**config.mk**
```make
export PLATFORM = sky130hd
export DESIGN_NAME = seg7_scan_ctrl
export DESIGN_NICKNAME = d
export VERILOG_FILES = /design/src/rtl/seg7_pkg.sv /design/src/rtl/seg7_decode.sv /design/src/rtl/seg7_scan_ctrl.sv
export SDC_FILE = /design/constraint.sdc
export NUM_CORES = 1
export LEC_CHECK = 0
export CAP_MARGIN = 20
export CORE_MARGIN = 5
export CORE_UTILIZATION = 30
export CTS_CLUSTER_SIZE = 20
export DETAILED_ROUTE_END_ITERATION = 16
export PLACE_DENSITY = 0.49
export SYNTH_ARGS = -nofsm -noshare
export SYNTH_HDL_FRONTEND = slang
export SYNTH_SLANG_ARGS = --single-unit
```
**constraint.sdc**
```tcl
create_clock -name io_in -period 5.1 [get_ports io_in]
set_clock_uncertainty 0.2 [all_clocks]
set_input_delay 1.02 -clock io_in [delete_from_list [all_inputs] [get_ports io_in]]
set_output_delay 1.02 -clock io_in [all_outputs]
set_load 0.02 [all_outputs]
```
**src/rtl/seg7_pkg.sv**
```systemverilog
// seg7_pkg -- shared types and constants for the two-digit 7-segment
// scan controller.
//   scan_state_t : scan FSM states (ones slot, blank, tens slot, blank)
//   bcd2_t       : two-digit BCD count {tens, ones}
//   SEG_0..SEG_9 : segment patterns, bit order g..a, active-high
//   SEG_BLANK    : all segments off
//   bcd2_step    : BCD up/down step with 99<->00 wrap
package seg7_pkg;

   typedef enum logic [1:0] {
      S_ONES   = 2'd0,
      S_BLANK1 = 2'd1,
      S_TENS   = 2'd2,
      S_BLANK2 = 2'd3
   } scan_state_t;

   typedef struct packed {
      logic [3:0] tens;
      logic [3:0] ones;
   } bcd2_t;

   localparam int TIMER_W = 10;

   localparam logic [6:0] SEG_0     = 7'h3F;
   localparam logic [6:0] SEG_1     = 7'h06;
   localparam logic [6:0] SEG_2     = 7'h5B;
   localparam logic [6:0] SEG_3     = 7'h4F;
   localparam logic [6:0] SEG_4     = 7'h66;
   localparam logic [6:0] SEG_5     = 7'h6D;
   localparam logic [6:0] SEG_6     = 7'h7D; // tail on a
   localparam logic [6:0] SEG_7     = 7'h07; // a,b,c only
   localparam logic [6:0] SEG_8     = 7'h7F;
   localparam logic [6:0] SEG_9     = 7'h6F; // tail on d
   localparam logic [6:0] SEG_BLANK = 7'h00;

   // One count step; each digit stays in 0..9 and the pair wraps 99<->00.
   function automatic bcd2_t bcd2_step(input bcd2_t v, input logic up);
      bcd2_t r;
      r = v;
      if (up) begin
         if (v.ones == 4'd9) begin
            r.ones = 4'd0;
            r.tens = (v.tens == 4'd9) ? 4'd0 : v.tens + 4'd1;
         end else begin
            r.ones = v.ones + 4'd1;
         end
      end else begin
         if (v.ones == 4'd0) begin
            r.ones = 4'd9;
            r.tens = (v.tens == 4'd0) ? 4'd9 : v.tens - 4'd1;
         end else begin
            r.ones = v.ones - 4'd1;
         end
      end
      return r;
   endfunction

endpackage

```
**src/rtl/seg7_decode.sv**
```systemverilog
// seg7_decode -- combinational BCD to 7-segment decoder.
//   bcd : 4-bit BCD digit (codes 10..15 decode to blank)
//   seg : segments g..a, active-high
module seg7_decode
   import seg7_pkg::*;
(
   input  logic [3:0] bcd,
   output logic [6:0] seg
);

   always_comb begin
      seg = SEG_BLANK;
      case (bcd)
         4'd0:    seg = SEG_0;
         4'd1:    seg = SEG_1;
         4'd2:    seg = SEG_2;
         4'd3:    seg = SEG_3;
         4'd4:    seg = SEG_4;
         4'd5:    seg = SEG_5;
         4'd6:    seg = SEG_6;
         4'd7:    seg = SEG_7;
         4'd8:    seg = SEG_8;
         4'd9:    seg = SEG_9;
         default: seg = SEG_BLANK;
      endcase
   end

endmodule

```
**src/rtl/seg7_scan_ctrl.sv**
```systemverilog
// seg7_scan_ctrl -- two-digit BCD up/down counter driving a multiplexed
// 7-segment display.
//   io_in[0]    clk, rising edge
//   io_in[1]    rst_n, asynchronous, active-low
//   io_in[2]    cnt_in, asynchronous count pulse (rising edge counts)
//   io_in[3]    up_dn, 1 = up, 0 = down
//   io_in[4]    clr, synchronous clear (wins over a count event)
//   io_in[5]    freeze, hold the displayed value
//   io_in[6]    lzb, blank a zero tens digit
//   io_in[7]    unused
//   io_out[6:0] segments g..a, registered
//   io_out[7]   dig_sel, 0 = ones, 1 = tens, registered
module seg7_scan_ctrl
   import seg7_pkg::*;
#(
   parameter int SCAN_DIV  = 8,
   parameter int BLANK_CYC = 1
) (
   input  logic [7:0] io_in,
   output logic [7:0] io_out
);

   localparam logic [TIMER_W-1:0] SHOW_LAST  = TIMER_W'(SCAN_DIV - 1);
   localparam logic [TIMER_W-1:0] BLANK_LAST = TIMER_W'(BLANK_CYC - 1);

   logic clk, rst_n, cnt_in, up_dn, clr, freeze, lzb, unused_io;

   assign clk       = io_in[0];
   assign rst_n     = io_in[1];
   assign cnt_in    = io_in[2];
   assign up_dn     = io_in[3];
   assign clr       = io_in[4];
   assign freeze    = io_in[5];
   assign lzb       = io_in[6];
   assign unused_io = io_in[7];

   // [0],[1] are the synchronizer, [2] is the previous synchronized value
   // used for rising-edge detection.
   logic [2:0] cnt_pipe;
   logic       cnt_evt;

   always_ff @(posedge clk or negedge rst_n) begin
      if (!rst_n) cnt_pipe <= '0;
      else        cnt_pipe <= {cnt_pipe[1:0], cnt_in};
   end

   assign cnt_evt = cnt_pipe[1] & ~cnt_pipe[2];

   bcd2_t cnt_q, disp_q;

   always_ff @(posedge clk or negedge rst_n) begin
      if (!rst_n)       cnt_q <= '0;
      else if (clr)     cnt_q <= '0;
      else if (cnt_evt) cnt_q <= bcd2_step(cnt_q, up_dn);
   end

   always_ff @(posedge clk or negedge rst_n) begin
      if (!rst_n)       disp_q <= '0;
      else if (!freeze) disp_q <= cnt_q;
   end

   scan_state_t        state;
   logic [TIMER_W-1:0] timer;
   logic [6:0]         seg_q;
   logic               dig_q;
   logic [3:0]         dec_in;
   logic [6:0]         dec_seg;
   logic               tens_blank;

   // Single decoder shared by both digits; the FSM state picks the digit.
   assign dec_in     = (state == S_TENS) ? disp_q.tens : disp_q.ones;
   assign tens_blank = lzb && (disp_q.tens == 4'd0);

   seg7_decode u_dec (
      .bcd (dec_in),
      .seg (dec_seg)
   );

   // Outputs are registered from the current state, so they trail the
   // FSM by one cycle. dig_sel is only written in show states and thus
   // holds through the blanking gaps.
   always_ff @(posedge clk or negedge rst_n) begin
      if (!rst_n) begin
         state <= S_ONES;
         timer <= '0;
         seg_q <= SEG_BLANK;
         dig_q <= 1'b0;
      end else begin
         case (state)
            S_ONES: begin
               seg_q <= dec_seg;
               dig_q <= 1'b0;
               if (timer == SHOW_LAST) begin
                  timer <= '0;
                  state <= S_BLANK1;
               end else begin
                  timer <= timer + 1'b1;
               end
            end
            S_BLANK1: begin
               seg_q <= SEG_BLANK;
               if (timer == BLANK_LAST) begin
                  timer <= '0;
                  state <= S_TENS;
               end else begin
                  timer <= timer + 1'b1;
               end
            end
            S_TENS: begin
               seg_q <= tens_blank ? SEG_BLANK : dec_seg;
               dig_q <= 1'b1;
               if (timer == SHOW_LAST) begin
                  timer <= '0;
                  state <= S_BLANK2;
               end else begin
                  timer <= timer + 1'b1;
               end
            end
            S_BLANK2: begin
               seg_q <= SEG_BLANK;
               if (timer == BLANK_LAST) begin
                  timer <= '0;
                  state <= S_ONES;
               end else begin
                  timer <= timer + 1'b1;
               end
            end
            default: begin
               state <= S_ONES;
               timer <= '0;
               seg_q <= SEG_BLANK;
            end
         endcase
      end
   end

   assign io_out = {dig_q, seg_q};

endmodule

```
Word-level counts from Yosys, hierarchy flattened
Memories as Yosys holds them, arrays and structs flattened.
Cells that the tools add are included.
- register bits: 39
- bits in read-only memories: 112
- input bits: 8
- logic and storage cells: 62
- memories: 1
- add/sub/neg operators: 5
- equal/unequal tests: 11
- mux-type cells: 21
- bitwise gates (word level): 2
- reductions and logical operators: 13
- memories (memory ; words ; bits a word ; rd ports ; clocked after memory_dff ; write ports ; line ; text):
    (no name shown) ; 16 ; 7 ; 1 ; 0 ; 0 ; seg7_decode.sv:13 ; case (bcd)
- operator list (operator ; number):
    two-way mux 4 bit ; 7
    two-way mux 8 bit ; 3
    case mux 7 bit (3 select lines) ; 1
    two-way mux 10 bit ; 2
    case mux 10 bit (2 select lines) ; 1
    logical NOT 4 bit ; 3
    adder 10 x 1 -> 10 bit, second input constant ; 1
    == test 10 x 3 -> 1 bit, second input constant ; 1
    logical NOT 10 bit ; 1
    adder 4 x 1 -> 4 bit, second input constant ; 2
    == test 4 bit, second input constant ; 2
    two-way mux 2 bit ; 4
    case mux 2 bit (4 select lines) ; 1
    subtractor 4 x 1 -> 4 bit, second input constant ; 2
    two-way mux 7 bit ; 1
    != test 2 bit, second input constant ; 3
    == test 2 bit, second input constant ; 2
    AND reduction 4 bit ; 1
    nonzero test 2 bit ; 2
    OR reduction 2 bit ; 2
    != test 3 x 1 -> 1 bit, second input constant ; 1
    AND reduction 3 bit ; 1
    nonzero test 3 bit ; 1
    == test 2 x 1 -> 1 bit, second input constant ; 1
    other kinds (6) ; 6

Depth between registers and ports, before layout
- depth in word-level cells: 6
- mapped depth: 9
- depth with buffers taken out: 8

Modules after synthesis
From an unflattened synthesis, not the netlist that was laid out.
- cells, all modules: 236
- area total of the unflattened synthesis: 2362.3 um^2
- by module, submodules not included (module ; times used ; cells each ; area each (um^2) ; seq. area each (um^2)):
    seg7_scan_ctrl ; 1 ; 208 ; 2143.3 ; 975.9
    seg7_decode ; 1 ; 28 ; 219.0 ; 0.0

Least setup slack after synthesis
Ideal clock, no wire load.
- path kind: register -> register
- start point: register cnt_q[0] (netlist name)
- end point: register cnt_q[4] (netlist name)
- arrival: 1692 ps
- required time: 4765 ps
- setup slack: 3073 ps
- cell stages (with the launch flop): 7
- buffers on the path: 0
- period minus slack after synthesis: 2027 ps
- path through: dfrtp_1 inv_1 ha_1 or3b_4 a211oi_4 o311a_1 nor3_1
- word-level cells in the longest chain between the ends: 3
- RTL lines (item ; line ; text):
    start, declared ; seg7_scan_ctrl.sv:49 ; bcd2_t cnt_q, disp_q;
    start signal, assigned ; seg7_scan_ctrl.sv:54 ; else if (cnt_evt) cnt_q <= bcd2_step(cnt_q, up_dn);
    == test 4 bit or logical NOT 4 bit (tied branches) ; seg7_pkg.sv:41, seg7_pkg.sv:48 ;
    != test 3 x 1 -> 1 bit (no line) or nonzero test 3 bit (tied branches) ; -- ;
    AND reduction 3 bit (no line) * ; -- ;
Every way passes the cells marked *; elsewhere a longest branch is shown, timed or not.
A chain may end at the register's enable or synchronous reset.

==> metrics.txt <==
crit end category register; startpoint type of the worst setup path clock port; routed vias 2,056; crit-path max cell delay 0.41 ns; XOR/XNOR Fraction of Synth Area 3.20%; final hold viol count 52; die height 95.5 µm; starting density of the core 30.5%; number of global-route vias before repair 2,653; DRT Pass-1 Iters 5; share of cells above drive strength 1 23.3%; Reg clk slew, reported paths 0.08 ns; GRT overflow 0; initial antenna violation count 0; pins over their slew limit 0; Post-Synth Simple-Gate Area 17.5%; combinational family with the most area after synthesis simple AND/OR/NAND/NOR gates; post-layout util 45.6%; multiplexer area fraction after synthesis 4.11%; uppermost layer routed met5; Residual DRC 0; vias per cell 5.21; Max-Cap Viols 0; area grow syn2layout 49.5%; Yosys warnings 0; RSZ-0062 raised after global routing no; cell mode on critical path clkbuf_8; Tightest Hold Check Type clk -> async; met1 WL 2560 µm; #FFs+latches synth 39; P_leak 1.52 nW; post-synth cell types 49; Post-synth top flop dfrtp_1; synthesized area 0.00219 mm²; Fin Hold WS -0.538 ns; # IOs 16; Setup Total Neg Slack 0 ns; Register Area 976 µm²; # nets final 304; die width 95.5 µm; Post-DP HPWL 2880 µm; Mapped Nets 250; Clock Latency Late Sink 0.30 ns; gpl congestion 0.777; Crit Path Max Fanout 5; Syn Inst Count 226; CTS resizes 0; crit path cell chain clkbuf_8 > clkbuf_8 > clkbuf_16 > or3b_4 > a211oi_4 > clkbuf_8 > clkbuf_8 > a21oi_1 > nor3_1; number of synthesized flops with an enable pin 0; Routed Wire Length 6380 µm; met2 wire len 2600 µm; CP Class clk -> reg; largest net degree at the start of global routing 13; Setup violations, final 0; Post-DRT Antenna Nets 0; Buffers on Ports 8; multi-input logic area 0.00110 mm²; Post-CTS Hold Fix Bufs 0; ys async rst share 100%; maximum vdd drop 0.000455 V; actual slew at the worst max-slew pin 0.751 ns; Worst EP required 5.11 ns; post-CTS setup repair buffer count 0; CTS tree built; register area share after synthesis 44.5%; Synth Area in Compound Gates 16.2%; DIE AREA 0.00911 mm²; # rows 31; Core ar. 0.00718 mm²; pwr dens 767 mW/mm²; CP max stage cell or3b_4; Avg Inst Size Synth 9.69 µm²; drt wl/cell 16.2 µm; filler instances 649; # diodes 0; Tot GR Track Use 18.7%; Initial DRC Count 194; Max-slew headroom 48.5%; first-pass GRT wire length 11,900 µm; failing checks negative hold slack; status finished, violations left; worst endpoint data arrival time 4.26 ns; Synth Area in Adders 9.14%; routed wire length on met3 727 µm
[worst paths after layout]
path,end,slack (ns),cells past startpoint,startpoint
worst max-delay path,cnt_q[4],0.86,9,io_in[3]
worst min-delay path,seg_q[6],-0.54,2,io_in[1]
worst max register to register,cnt_q[4],2.58,8,cnt_q[0]
worst min register to register,cnt_pipe[1],0.17,0,cnt_pipe[0]
max in group asynchronous,cnt_q[6],5.09,2,io_in[1]
min in group io_in,cnt_pipe[0],-0.47,0,io_in[2]
[metrics by stage]
stage | worst slack [ns] | cells | hold slack, ns | power [mW] | area [µm²]
after floorplan | 1.24 | 226 | -0.496 | 0.697 | 2190
after global placement | 1.26 | 324 | -0.496 | 0.645 | 2340
after detailed placement | 1.26 | 324 | -0.496 | 0.645 | 2340
after CTS | 0.844 | 395 | -0.536 | 2.56 | 3280
after global routing | 0.786 | 395 | -0.570 | 2.73 | 3280
final | 0.856 | 395 | -0.538 | 2.51 | 3280
[kinds of logic after synthesis]
group | count (synthesis)
DFF | 39
xor gates and xnor gates | 8
AOI/OAI and AO/OA | 52
buffers and inverters | 26
muxes | 8
adders and majority gates | 16
and+or+nand+nor | 77
[critical path, delay by kind of cell]
kind	cells	cell delay (ns)
buffers and inverters	5	0.72
AO/OA/AOI/OAI	2	0.37
AND/OR/NAND/NOR	2	0.61
[cells in the mapped netlist, types with 3 or more instances]
master	n	area [µm²]
inv_1	17	63.8
o21ai_0	13	65.1
nor2_1	14	52.6
nand2_1	26	97.6
nand2b_1	4	25.0
nor2b_1	3	18.8
xor2_1	4	35.0
xnor2_1	4	35.0
clkbuf_1	6	22.5
ha_1	16	200
nor3_1	8	40.0
dfrtp_1	39	976
nand3_1	7	35.0
nor4_1	3	18.8
o221ai_1	3	26.3
a21oi_1	13	65.1
mux2_2	5	56.3
[sequential cells by signal, indices dropped and copies added, names as in the netlist]
signal / count
timer: 10
cnt_q: 8
disp_q: 8
seg_q: 7
cnt_pipe: 3
state: 2
dig_q: 1
[cell type report]
| class | instances | area share (%) |
|---|---|---|
| tap | 99 | 3.78 |
| timing repair buffer | 8 | 2.44 |
| inverter | 15 | 1.72 |
| multi-input combinational | 161 | 33.5 |
| clock buffer | 55 | 22.7 |
| clock inverter | 18 | 6.07 |
| sequential | 39 | 29.8 |
[layer usage]
metal  track usage, %  up-vias
li1                 -      919
met1             17.9      947
met2             19.2      123
met3             17.7       65
met4             23.9        2
met5             3.57        -
[placed cells by master, fill, tap and decap left out, types with 2 or more instances in the layout]
master / n
mux2i_1: 2
a32oi_1: 2
clkdlybuf4s50_1: 8
xnor2_1: 4
nand2b_1: 4
o211ai_1: 2
nand2_1: 26
nor2_1: 14
bufinv_8: 3
nand3_1: 7
nand3b_1: 2
nor2b_1: 3
clkbuf_1: 6
clkbuf_8: 45
bufinv_16: 3
o22ai_1: 2
mux2_2: 5
nor3_1: 8
inv_6: 2
dfrtp_1: 39
a21oi_1: 13
or3_1: 2
o21ai_0: 13
xor2_1: 4
a211oi_1: 2
o221ai_1: 3
inv_1: 23
ha_1: 16
clkbuf_16: 4
a31oi_1: 2
nor4_1: 3
[report_power, final]
part | leakage (nW) | internal, mW | switching (mW) | total [mW]
combinational | 0.345 | 0 | 0 | 0.000000345
clock | 0.625 | 1.32 | 0.870 | 2.19
sequential | 0.553 | 0.326 | 0 | 0.326
total | 1.52 | 1.64 | 0.870 | 2.51
Note: power is estimated with default switching activity, not from simulation.
